$ cat src/rtl/pwm_audio_pkg.sv
// Shared audio word layout and demodulator state encoding for the PWM audio path.
// Latency: n/a (types, constants and a pure packing function only).
// Backpressure: n/a.
package pwm_audio_pkg;

  localparam int SAMPLE_W = 16;
  localparam int WORD_W   = 32;
  localparam int AUD_MSB  = 27;
  localparam int AUD_LSB  = 12;

  typedef enum logic [1:0] {
    IDLE  = 2'd0,
    ALIGN = 2'd1,
    ACCUM = 2'd2
  } state_t;

  // Place a 16-bit 2's-complement sample in the audio field; all other bits zero.
  function automatic logic [WORD_W-1:0] pack_aud_sample(input logic [SAMPLE_W-1:0] s);
    logic [WORD_W-1:0] w;
    w = '0;
    w[AUD_MSB:AUD_LSB] = s;
    return w;
  endfunction

endpackage

$ cat src/rtl/axis_fifo2.sv
// Two-entry register FIFO presenting its head entry on a valid/ready stream.
// Latency: a push into an empty FIFO is visible on the output the next cycle.
// Backpressure: push while full is refused unless a pop happens in the same cycle.
module axis_fifo2 #(
  parameter int W = 32
) (
  input  logic         clk,
  input  logic         rst,
  input  logic         push,
  input  logic [W-1:0] push_data,
  output logic         full,
  output logic         pop,
  output logic         valid,
  input  logic         ready,
  output logic [W-1:0] data
);

  logic [W-1:0] head;
  logic [W-1:0] tail;
  logic [1:0]   count;
  logic         accept;

  assign valid  = (count != 2'd0);
  assign full   = (count == 2'd2);
  assign pop    = valid && ready;
  assign accept = push && (!full || pop);
  assign data   = head;

  // Storage update: head is always the oldest entry, tail the second one.
  always_ff @(posedge clk or posedge rst) begin
    if (rst) begin
      head  <= '0;
      tail  <= '0;
      count <= 2'd0;
    end else begin
      case ({pop, accept})
        2'b10: begin
          head  <= tail;
          count <= count - 2'd1;
        end
        2'b01: begin
          if (count == 2'd0) head <= push_data;
          else               tail <= push_data;
          count <= count + 2'd1;
        end
        2'b11: begin
          if (count == 2'd1) begin
            head <= push_data;
          end else begin
            head <= tail;
            tail <= push_data;
          end
        end
        default: ;
      endcase
    end
  end

endmodule

$ cat src/rtl/pwm_demodulator.sv
// Recovers audio samples from a 1-bit PWM/PDM input by counting highs per frame.
// Latency: sample visible the cycle after its frame ends (FIFO empty); input sync adds SYNC_STAGES.
// Backpressure: 2-entry output FIFO; samples arriving while it is full are dropped and counted.
module pwm_demodulator
  import pwm_audio_pkg::*;
#(
  parameter int         FRAME_LOG2  = 7,
  parameter int         SYNC_STAGES = 2,
  parameter logic [2:0] CHANNEL_ID  = 3'd0
) (
  input  logic        m_axis_aud_aclk,
  input  logic        m_axis_aud_areset,
  input  logic        pwm_in,
  input  logic        enable,
  output logic        m_axis_aud_tvalid,
  input  logic        m_axis_aud_tready,
  output logic [31:0] m_axis_aud_tdata,
  output logic [2:0]  m_axis_aud_tid,
  output logic [15:0] overrun_cnt,
  output logic        locked
);

  localparam int CNT_W = FRAME_LOG2;
  localparam int SHIFT = SAMPLE_W - FRAME_LOG2;
  localparam logic [CNT_W-1:0] CNT_LAST = '1;

  logic                   clk;
  logic                   rst;
  logic [SYNC_STAGES-1:0] sync_q;
  logic                   pwm_s;
  logic                   pwm_d;
  logic                   rise;
  state_t                 state;
  state_t                 state_nxt;
  logic [CNT_W-1:0]       frame_cnt;
  logic [CNT_W:0]         acc;
  logic [CNT_W:0]         count_final;
  logic [SAMPLE_W:0]      u_wide;
  logic [SAMPLE_W-1:0]    u_sat;
  logic [SAMPLE_W-1:0]    sample;
  logic                   frame_end;
  logic                   fifo_full;
  logic                   fifo_pop;

  assign clk = m_axis_aud_aclk;
  assign rst = m_axis_aud_areset;

  // Input synchroniser plus one extra delayed copy for edge detection.
  always_ff @(posedge clk or posedge rst) begin
    if (rst) begin
      sync_q <= '0;
      pwm_d  <= 1'b0;
    end else begin
      sync_q <= {sync_q[SYNC_STAGES-2:0], pwm_in};
      pwm_d  <= pwm_s;
    end
  end

  assign pwm_s = sync_q[SYNC_STAGES-1];
  assign rise  = pwm_s & ~pwm_d;

  // FSM state register.
  always_ff @(posedge clk or posedge rst) begin
    if (rst) state <= IDLE;
    else     state <= state_nxt;
  end

  // FSM next state: dropping enable always returns to IDLE, abandoning the frame.
  always_comb begin
    state_nxt = state;
    if (!enable) begin
      state_nxt = IDLE;
    end else begin
      case (state)
        IDLE:    state_nxt = ALIGN;
        ALIGN:   if (rise) state_nxt = ACCUM;
        ACCUM:   state_nxt = ACCUM;
        default: state_nxt = IDLE;
      endcase
    end
  end

  // FSM outputs: lock indication and the frame-end strobe (suppressed by a disable).
  always_comb begin
    locked    = 1'b0;
    frame_end = 1'b0;
    if (state == ACCUM) begin
      locked    = 1'b1;
      frame_end = enable && (frame_cnt == CNT_LAST);
    end
  end

  // Frame counter and high-cycle accumulator; the aligning cycle counts as the first high.
  always_ff @(posedge clk or posedge rst) begin
    if (rst) begin
      frame_cnt <= '0;
      acc       <= '0;
    end else if (!enable || state == IDLE) begin
      frame_cnt <= '0;
      acc       <= '0;
    end else if (state == ALIGN) begin
      if (rise) begin
        frame_cnt <= CNT_W'(1);
        acc       <= (CNT_W+1)'(1);
      end
    end else begin
      frame_cnt <= frame_cnt + CNT_W'(1);
      acc       <= frame_end ? '0 : acc + (CNT_W+1)'(pwm_s);
    end
  end

  // Count to 2's-complement: scale to 16 bits, clamp the full-scale count, flip the MSB.
  always_comb begin
    count_final = acc + (CNT_W+1)'(pwm_s);
    u_wide      = (SAMPLE_W+1)'(count_final) << SHIFT;
    u_sat       = u_wide[SAMPLE_W] ? {SAMPLE_W{1'b1}} : u_wide[SAMPLE_W-1:0];
    sample      = {~u_sat[SAMPLE_W-1], u_sat[SAMPLE_W-2:0]};
  end

  // Saturating count of samples refused by a full FIFO.
  always_ff @(posedge clk or posedge rst) begin
    if (rst) begin
      overrun_cnt <= '0;
    end else if (frame_end && fifo_full && !fifo_pop && overrun_cnt != 16'hFFFF) begin
      overrun_cnt <= overrun_cnt + 16'd1;
    end
  end

  axis_fifo2 #(
    .W (WORD_W)
  ) u_fifo (
    .clk       (clk),
    .rst       (rst),
    .push      (frame_end),
    .push_data (pack_aud_sample(sample)),
    .full      (fifo_full),
    .pop       (fifo_pop),
    .valid     (m_axis_aud_tvalid),
    .ready     (m_axis_aud_tready),
    .data      (m_axis_aud_tdata)
  );

  assign m_axis_aud_tid = CHANNEL_ID;

endmodule

$ cat config.mk
export PLATFORM = sky130hd
export DESIGN_NAME = pwm_demodulator
export DESIGN_NICKNAME = d
export VERILOG_FILES = /design/src/rtl/pwm_audio_pkg.sv /design/src/rtl/axis_fifo2.sv /design/src/rtl/pwm_demodulator.sv
export SDC_FILE = /design/constraint.sdc
export NUM_CORES = 1
export LEC_CHECK = 0
export ABC_AREA = 0
export CORE_AREA = 5 5 99 101
export DETAILED_ROUTE_END_ITERATION = 12
export DIE_AREA = 0 0 104 106
export MAX_ROUTING_LAYER = met4
export PLACE_DENSITY = 0.83
export SYNTH_ARGS = -nofsm -noshare
export SYNTH_HDL_FRONTEND = slang
export SYNTH_HIERARCHICAL = 1
export SYNTH_SLANG_ARGS = --single-unit
$ cat constraint.sdc
create_clock -name m_axis_aud_aclk -period 3.45 [get_ports m_axis_aud_aclk]
set_input_delay 0.345 -clock m_axis_aud_aclk [delete_from_list [all_inputs] [get_ports m_axis_aud_aclk]]
set_output_delay 0.345 -clock m_axis_aud_aclk [all_outputs]
set_load 0.005 [all_outputs]
==> impl_metrics.yaml <==
route:
  wl_per_cell_um: 14.3
  vias_per_cell: 5.35
  drt-total-wl_um: 9420
  final_antenna_net_count: 0
  drc: 0
  vias: 3539
  firstDrtPassIters: 6
  drtIter0Drc: 127
critical_path:
  reg2reg_slack_ns: 0.62
  required_ns: 3.71
  critPathMaxFanout: 32
  critPathKind: "register to register"
  worstSetupEndpointType: "register"
  critPathArrivalTime_ns: 3.09
  worstSetupStartpointType: "register"
finish:
  multi_input_area_um2: 2270
  area_growth_pct: 17.8
  layout.area.seq_um2: 2550
  n_antenna_cell: 0
  utilization_pct: 64.8
  n_fill_cell: 725
  design_area_um2: 5790
  final_net_count: 562
  layout_common_cells: "dfrtp_1, nand2_1, clkdlybuf4s50_1, nor2_1"
  final_common_cell: "dfrtp_1"
  drive_gt1_share_pct: 12.7
clock_tree:
  cts_resized: 0
  cts_max_level: 3
  clk_pin_slew_ns: 0.10
  cts_buffer_depth: 2
  cts_sinks: 102
  cts_tree: "built"
  clkLatencyLatePin_ns: 0.37
  cts_buffers: 9
  post_cts_buffers: 0
  clock-root-buffer: "clkbuf_8"
  hold_buffers: 0
global_route:
  antenna_found_initial: 0
  grt_pass1_vias: 3739
  grt_use_total_pct: 18.4
  grt_pass1_wl_um: 16700
  grt_max_degree: 65
  overflow: 0
yosys:
  synth_ff_type: "dfrtp_1"
  synth_compound_area_share_pct: 8.50
  synth_top_family_by_area: "simple AND/OR/NAND/NOR gates"
  syn_area_um2: 4920
  muxShareOfSynthArea_pct: 8.45
  synth_fa_ha_area_share_pct: 3.05
  synthArstFlopShare_pct: 100
  synth_xor_area_share_pct: 3.89
  yosysWarningCount: 6
  yosysTopAreaCellShare_pct: 51.9
  netlist_instances: 463
  ys_top_cells_by_area: "dfrtp_1, nand2_1, mux2_2, a31oi_1, nor2_1"
  synthSimpleGateAreaFrac_pct: 19.5
  synth_area_per_cell_um2: 10.6
  yosys_register_bits: 102
  synth_top_cell_by_area: "dfrtp_1"
  synth-edff-count: 0
  yosysUniqueCellTypes: 53
  seq_area_frac_synth_pct: 51.9
floorplanning:
  coreArea_um2: 8930
  die_y_um: 106
  rows: 35
  dieArea_um2: 11000
  io_pins: 58
  die_w_um: 104
  start_util_pct: 55.0
placed_design:
  placed_cell_area_um2: 5600
  dp_hpwl_um: 6560
  place.gp.congestion: 0.832
  portBuffers: 54
sta:
  rsz0062_at_grt: "no"
  period_minus_slack_ns: 2.83
  slew_headroom_pct: 30.7
  timing.final.crit_share_pct: 82.0
  tightest_slew_ns: 1.04
  timing_hold_violations_final: 0
  tns_ns: 0
  setup_viol: 0
  slew_viol_final: 0
  finClkSkew_ns: 0.0194
  max_freq_mhz: 354
run_status:
  status: "finished, final reports clean"
worst_hold_path:
  hp-class: "register to register"
pwr:
  p_leak_nw: 2.68
  powerDensity_nw_per_um2: 571
  ir_drop_mv: 0.434
flow_run:
  cap_violations: 0
final cells by class:
type	instances	share of cell area, %
repair buffers	60	10.3
well taps	111	2.40
inverters	10	0.648
clock inverters	7	1.17
multi-input cells	362	39.3
clock buffers	9	2.14
flip-flops and latches	102	44.1
stage by stage:
step,setup slack (ns),std cells,hold slack [ns],total power [mW]
2_1_floorplan,1.06,497,0.331,2.08
3_3_place_gp,0.653,645,0.333,2.57
3_5_place_dp,0.537,645,0.335,2.62
4_1_cts,0.646,661,0.358,3.35
5_1_grt,0.453,661,0.365,3.55
6_report,0.621,661,0.358,3.31
cells in the mapped netlist, types with 4 or more instances:
library cell,number
inv_1,10
and3_1,4
ha_1,12
clkbuf_1,4
a21oi_1,5
o21ai_0,13
nand2b_1,4
nand2_1,93
a31oi_1,35
buf_6,11
nor2_1,44
buf_2,5
xor2_1,17
nor2b_1,4
dfrtp_1,102
and2_1,4
mux2_2,31
nand3_1,10
routing by layer:
layer  global-route usage (%)  routed length (µm)  vias to the layer above
met4                     5.55                 149                        0
li1                         -                   -                     1716
met3                     5.65                 453                       15
met1                     20.6                4100                     1728
met5                        -                   0                        -
met2                     32.0                4720                       80
sequential cells by signal (all words and copies together), names as in the netlist:
register,count
u_fifo/tail,32
pwm_d,1
sync_q,2
state,2
frame_cnt,7
acc,8
u_fifo/data,32
overrun_cnt,16
u_fifo/count,2
worst paths after layout:
path / from / end / cells past startpoint
worst max register to register: u_fifo/count[0] / u_fifo/tail[30] / 10
worst min-delay path: sync_q[0] / sync_q[1] / 0
max in group asynchronous: m_axis_aud_areset / u_fifo/data[16] / 3
worst min register to register: sync_q[0] / sync_q[1] / 0
worst max-delay path: u_fifo/count[0] / u_fifo/tail[30] / 10
min in group asynchronous: m_axis_aud_areset / overrun_cnt[13] / 3
critical path: stages, from the launching register on:
cell and delay, ns:
dfrtp_1 0.39, inv_1 0.08, ha_1 0.26, nor2b_1 0.43, inv_1 0.20, a21boi_0 0.25
ha_1 0.24, nand2_1 0.10, a21oi_4 0.18, buf_12 0.22, mux2_2 0.36
cell families (layout without fill, tap and decap cells):
family	Yosys count	in the layout
AO/OA/AOI/OAI	64	64
XOR/XNOR	21	21
adder cells (fa/ha/maj)	12	12
buffers and inverters	33	86
flip-flops	102	102
multiplexers	36	36
other	1	35
AND/OR/NAND/NOR	194	194
power by group:
part | internal, mW | switching (mW)
combinational | 0.550 | 0.482
sequential | 1.42 | 0.137
clock | 0.280 | 0.439
No activity file was read; power rests on OpenSTA's default activity.
==> edit 1: new RTL, same flow settings <==
Make the reset (`rst`) synchronous in 5 clocked blocks.
--- a/src/rtl/axis_fifo2.sv
+++ b/src/rtl/axis_fifo2.sv
@@ -29,3 +29,3 @@
   // Storage update: head is always the oldest entry, tail the second one.
-  always_ff @(posedge clk or posedge rst) begin
+  always_ff @(posedge clk) begin
     if (rst) begin
--- a/src/rtl/pwm_demodulator.sv
+++ b/src/rtl/pwm_demodulator.sv
@@ -48,3 +48,3 @@
   // Input synchroniser plus one extra delayed copy for edge detection.
-  always_ff @(posedge clk or posedge rst) begin
+  always_ff @(posedge clk) begin
     if (rst) begin
@@ -62,3 +62,3 @@
   // FSM state register.
-  always_ff @(posedge clk or posedge rst) begin
+  always_ff @(posedge clk) begin
     if (rst) state <= IDLE;
@@ -93,3 +93,3 @@
   // Frame counter and high-cycle accumulator; the aligning cycle counts as the first high.
-  always_ff @(posedge clk or posedge rst) begin
+  always_ff @(posedge clk) begin
     if (rst) begin
@@ -120,3 +120,3 @@
   // Saturating count of samples refused by a full FIFO.
-  always_ff @(posedge clk or posedge rst) begin
+  always_ff @(posedge clk) begin
     if (rst) begin
Function: differs if m_axis_aud_areset is asserted again (counterexample within 4 cycles, from zero or initial values and one cycle with m_axis_aud_areset high); with m_axis_aud_areset held inactive, the same outputs for 10 cycles.
==> edit 1 against the unedited design <==
- hold slack got worse by 0.011 ns
- critical path type unchanged
- cell area increased by 18%
- area after synthesis increased by 20%
- sequential cell count unchanged
- worst setup slack got worse by 0.35 ns
- routed wire length increased by 30%
Power is not compared: it rests on default switching activity, and its combinational part moved more than twofold at a synthesized area within 25%.
==> edit 1: results (changes against the unedited design) <==
stage,metric,value,unit,change
cells_and_area,fin_util,0.763,,+0.115
power,powerClk,0.902,mW,
synthesis,synthTopCellsByArea,"dfxtp_1, a221oi_2, mux2_2, a211oi_2, nor3b_2",,
grt,track_usage,0.233,,+0.0481
power,total_power,2.44,mW,
route,ant_nets,0,,unchanged
place,dpl.cell_count,772,,+20%
min_path,min_from,m_axis_aud_areset,,
route,drt_iter0_drc,175,,+38%
cells_and_area,instances_no_fill,787,,+19%
worst_setup_path,arrival,3.46,ns,+0.37 ns
route,vias,4569,,+29%
clocking,cts_resized,0,,unchanged
cells_and_area,nNetsFinal,689,,+23%
outcome,status,"complete, no violations",,
clocking,cts_buffers,9,,unchanged
worst_setup_path,path_max_fanout,23,,-28%
cells_and_area,antenna_cells,0,,unchanged
synthesis,async_flop_share,0,,-1.00
route,wl_per_cell,15.6,um,+9.1%
worst_setup_path,slowest_stage,ha_2,,
grt,antenna_found_initial,0,,unchanged
timing,clock_skew,0.0143,ns,-0.00516 ns
place,port_buffers,54,,unchanged
grt,grt_max_degree,72,,+11%
synthesis,ys_seq_area_frac,0.347,,-0.173
synthesis,syn_inst,595,,+29%
place,dpl_cell_area,0.00658,sq mm,+17%
place,place_ws,0.234,ns,-0.303 ns
power,vdd_ir_drop_max,0.192,mV,
clocking,cts-root-buf,clkbuf_8,,
synthesis,ys_types,56,,+5.7%
cells_and_area,drive_gt1_frac,0.246,,+0.118
worst_setup_path,max_stage_delay,0.47,ns,+0.04 ns
grt,grt_pass1_wl,21300,um,+28%
worst_setup_path,crit_family,compound AO/OA/AOI/OAI gates,,
clocking,h-tree-depth,3,,unchanged
place,place.gp.congestion,0.842,,+1.2%
worst_setup_path,startpoint,frame_cnt[0],,
clocking,path_clk_slew,0.10,ns,about the same
power,power.internal,1.86,mW,
place,place_hpwl,8250,um,+26%
min_path,min_path_type,primary input to flop,,
cells_and_area,fillers,633,,-13%
power,p_leak,2.48,nW,
timing,worstMarginPinSlew,0.843,ns,-0.195 ns
route,drt-pass1-iter-count,4,,-2
synthesis,synth_common_cells,"dfxtp_1, nor2_1, mux2_2, mux2i_1, a221oi_2",,
## edit 1: cell types whose count changed after synthesis, moves of 9 or more
cell | unedited run | this run
a221oi_2 | 0 | 30
xor2_1 | 17 | 2
dfrtp_1 | 102 | 0
nand2_1 | 93 | 20
or4_1 | 0 | 9
a21oi_1 | 5 | 26
nor2_1 | 44 | 86
nor3b_2 | 0 | 28
clkbuf_1 | 4 | 14
a211oi_2 | 0 | 28
mux2i_1 | 1 | 33
dfxtp_1 | 0 | 102
a31oi_1 | 35 | 5
## edit 1: path summary, 6_finish.rpt
kind | end | slack (ns) | depth (start not counted)
worst min-delay path | u_fifo/data[16] | 0.35 | 2
worst max register to register | u_fifo/data[18] | 0.27 | 10
worst min register to register | sync_q[1] | 0.44 | 1
worst max-delay path | u_fifo/data[18] | 0.27 | 10
## edit 1: cells by family (layout without fill, tap and decap cells)
family,after synthesis,after routing,synth area share
other cells,1,51,0.000636
flops,102,102,0.347
fa+ha+maj,12,12,0.0255
mux,70,70,0.127
compound gates,124,124,0.205
simple gates,221,221,0.231
buf+inv,61,92,0.0582
xor+xnor,4,4,0.00595
## edit 1: layout make-up
cell class | count | area share
clock inverter | 4 | 0.0139
timing repair buffer | 65 | 0.0947
inverter | 12 | 0.00661
clock buffer | 11 | 0.0207
sequential | 102 | 0.300
multi-input combinational | 482 | 0.544
tap | 111 | 0.0204
## edit 1: routing by layer
layer / vias up / global-route usage / routed length, um
li1: 2291 / - / -
met1: 2191 / 0.291 / 5640
met2: 79 / 0.387 / 6170
met3: 8 / 0.0407 / 356
met4: 0 / 0.0685 / 81
met5: - / - / 0
==> edit 2: new RTL, same settings <==
Without the edit above. The parameter `SYNC_STAGES` goes from 2 to 4.
--- a/src/rtl/pwm_demodulator.sv
+++ b/src/rtl/pwm_demodulator.sv
@@ -7,3 +7,3 @@
   parameter int         FRAME_LOG2  = 7,
-  parameter int         SYNC_STAGES = 2,
+  parameter int         SYNC_STAGES = 4,
   parameter logic [2:0] CHANNEL_ID  = 3'd0
Function: changed (a bounded check fails within 4 cycles, from zero or initial values and one cycle with m_axis_aud_areset high).
==> edit 2 against the unedited design <==
- non-clock buffer count rose by 2
- die area did not move
- clock skew fell by 0.0040 ns
- total power rose by 2.7%
- worst setup slack got worse by 0.081 ns
- area after synthesis fell by 1.5%
- critical path depth did not move
- routed wire length fell by 4.5%
- first-iteration DRC count rose by 80%
- cell area fell by 0.67%
- core utilization fell by 0.43 points
- hold slack got worse by 0.052 ns
- sequential cell count rose by 2
- critical endpoint is now u_fifo/tail[4]
==> edit 2: results (changes against the unedited design) <==
stage,metric,value,unit,change
route,vias_per_cell,5.13,,-4.1%
synthesis,synth_common_cells,"dfrtp_1, nand2_1, nor2_1, a31oi_1, mux2_2",,
power,p_leak,2.55,nW,-4.6%
synthesis,ys_seq_area_frac,0.537,,+0.0180
grt,track_usage,0.183,,-0.00144
synthesis,syn_inst,460,,-0.65%
outcome,status,"complete, no violations",,
synthesis,synthAdderAreaFrac,0.0310,,+0.000450
place,place_ws,0.381,ns,-0.157 ns
cells_and_area,nNetsFinal,563,,+0.18%
synthesis,synth_xor_area_frac,0.0362,,-0.00278
place,place.gp.congestion,0.821,,-1.3%
grt,use_met3,0.0407,,-0.0158
synthesis,ys_types,49,,-7.5%
clocking,path_clk_slew,0.11,ns,
worst_setup_path,r2r_slack,0.54,ns,-0.08 ns
grt,grt_pass1_wl,16300,um,-2.4%
power,vdd_ir_drop_max,0.294,mV,-32%
route,drt_iter0_drc,228,,+80%
grt,grt_pass1_vias,3466,,-7.3%
place,dpl_cell_area,0.00554,sq mm,-1.1%
timing,worstMarginPinSlew,0.917,ns,-0.121 ns
power,powerClk,0.802,mW,+11%
route,drt-pass1-iter-count,4,,-2
synthesis,synth_compound_area_frac,0.0842,,-0.000815
power,p_clk_frac,0.236,,+0.018
route,wl_per_cell,13.6,um,-4.7%
place,place_hpwl,6340,um,-3.4%
grt,use_met1,0.235,,+0.0292
min_path,min_path_type,primary input to asynchronous set/reset pin,,
grt,grt_util_met2,0.295,,-0.0250
synthesis,synthTopCellsByArea,"dfrtp_1, mux2_2, nand2_1, a31oi_1, nor2_1",,
[edit 2: cell types whose count changed in the layout (fill, tap and decap cells not counted), sizes merged, moves of 4 or more]
| cell | change |
|---|---|
| nand2b | +4 |
| inv | +4 |
| and4 | -4 |
| xnor2 | +10 |
| xor2 | -11 |
| nor4b | -6 |
| nand2 | -5 |
| nor2 | +4 |
[edit 2: final cells by class]
| class | instances | area (sq um) |
|---|---|---|
| fillers | 701 | 3180 |
| flip-flops and latches | 104 | 2600 |
| multi-input cells | 355 | 2150 |
| repair buffers | 62 | 601 |
| well taps | 111 | 139 |
| clock buffers | 9 | 124 |
| clock inverters | 7 | 88.8 |
| inverters | 14 | 52.6 |
[edit 2: worst max-delay path by stage]
stage / endpoint / start / cells after the start / slack [ns]
2_1_floorplan: u_fifo/tail[20] / state[0] / 12 / 0.88
3_3_place_gp: u_fifo/tail[0] / enable / 10 / 0.51
3_5_place_dp: u_fifo/tail[11] / m_axis_aud_tready / 9 / 0.38
4_1_cts: u_fifo/tail[1] / u_fifo/count[0] / 10 / 0.53
5_1_grt: u_fifo/tail[27] / u_fifo/count[0] / 10 / 0.31
6_report: u_fifo/tail[4] / u_fifo/count[0] / 10 / 0.54
[edit 2: worst max-delay path, stage by stage, from the launching register on]
cell and delay [ns]:
dfrtp_1 0.40, inv_1 0.08, ha_1 0.25, nor2b_1 0.41
inv_1 0.19, a21boi_0 0.23, ha_1 0.22, nand2_1 0.10
a21oi_4 0.14, buf_4 0.37, mux2_2 0.40
[edit 2: metal layers]
metal / vias to the layer above / wire length [um]
li1: 1696 / -
met1: 1626 / 4130
met2: 63 / 4400
met3: 14 / 331
met4: 0 / 133
met5: - / 0
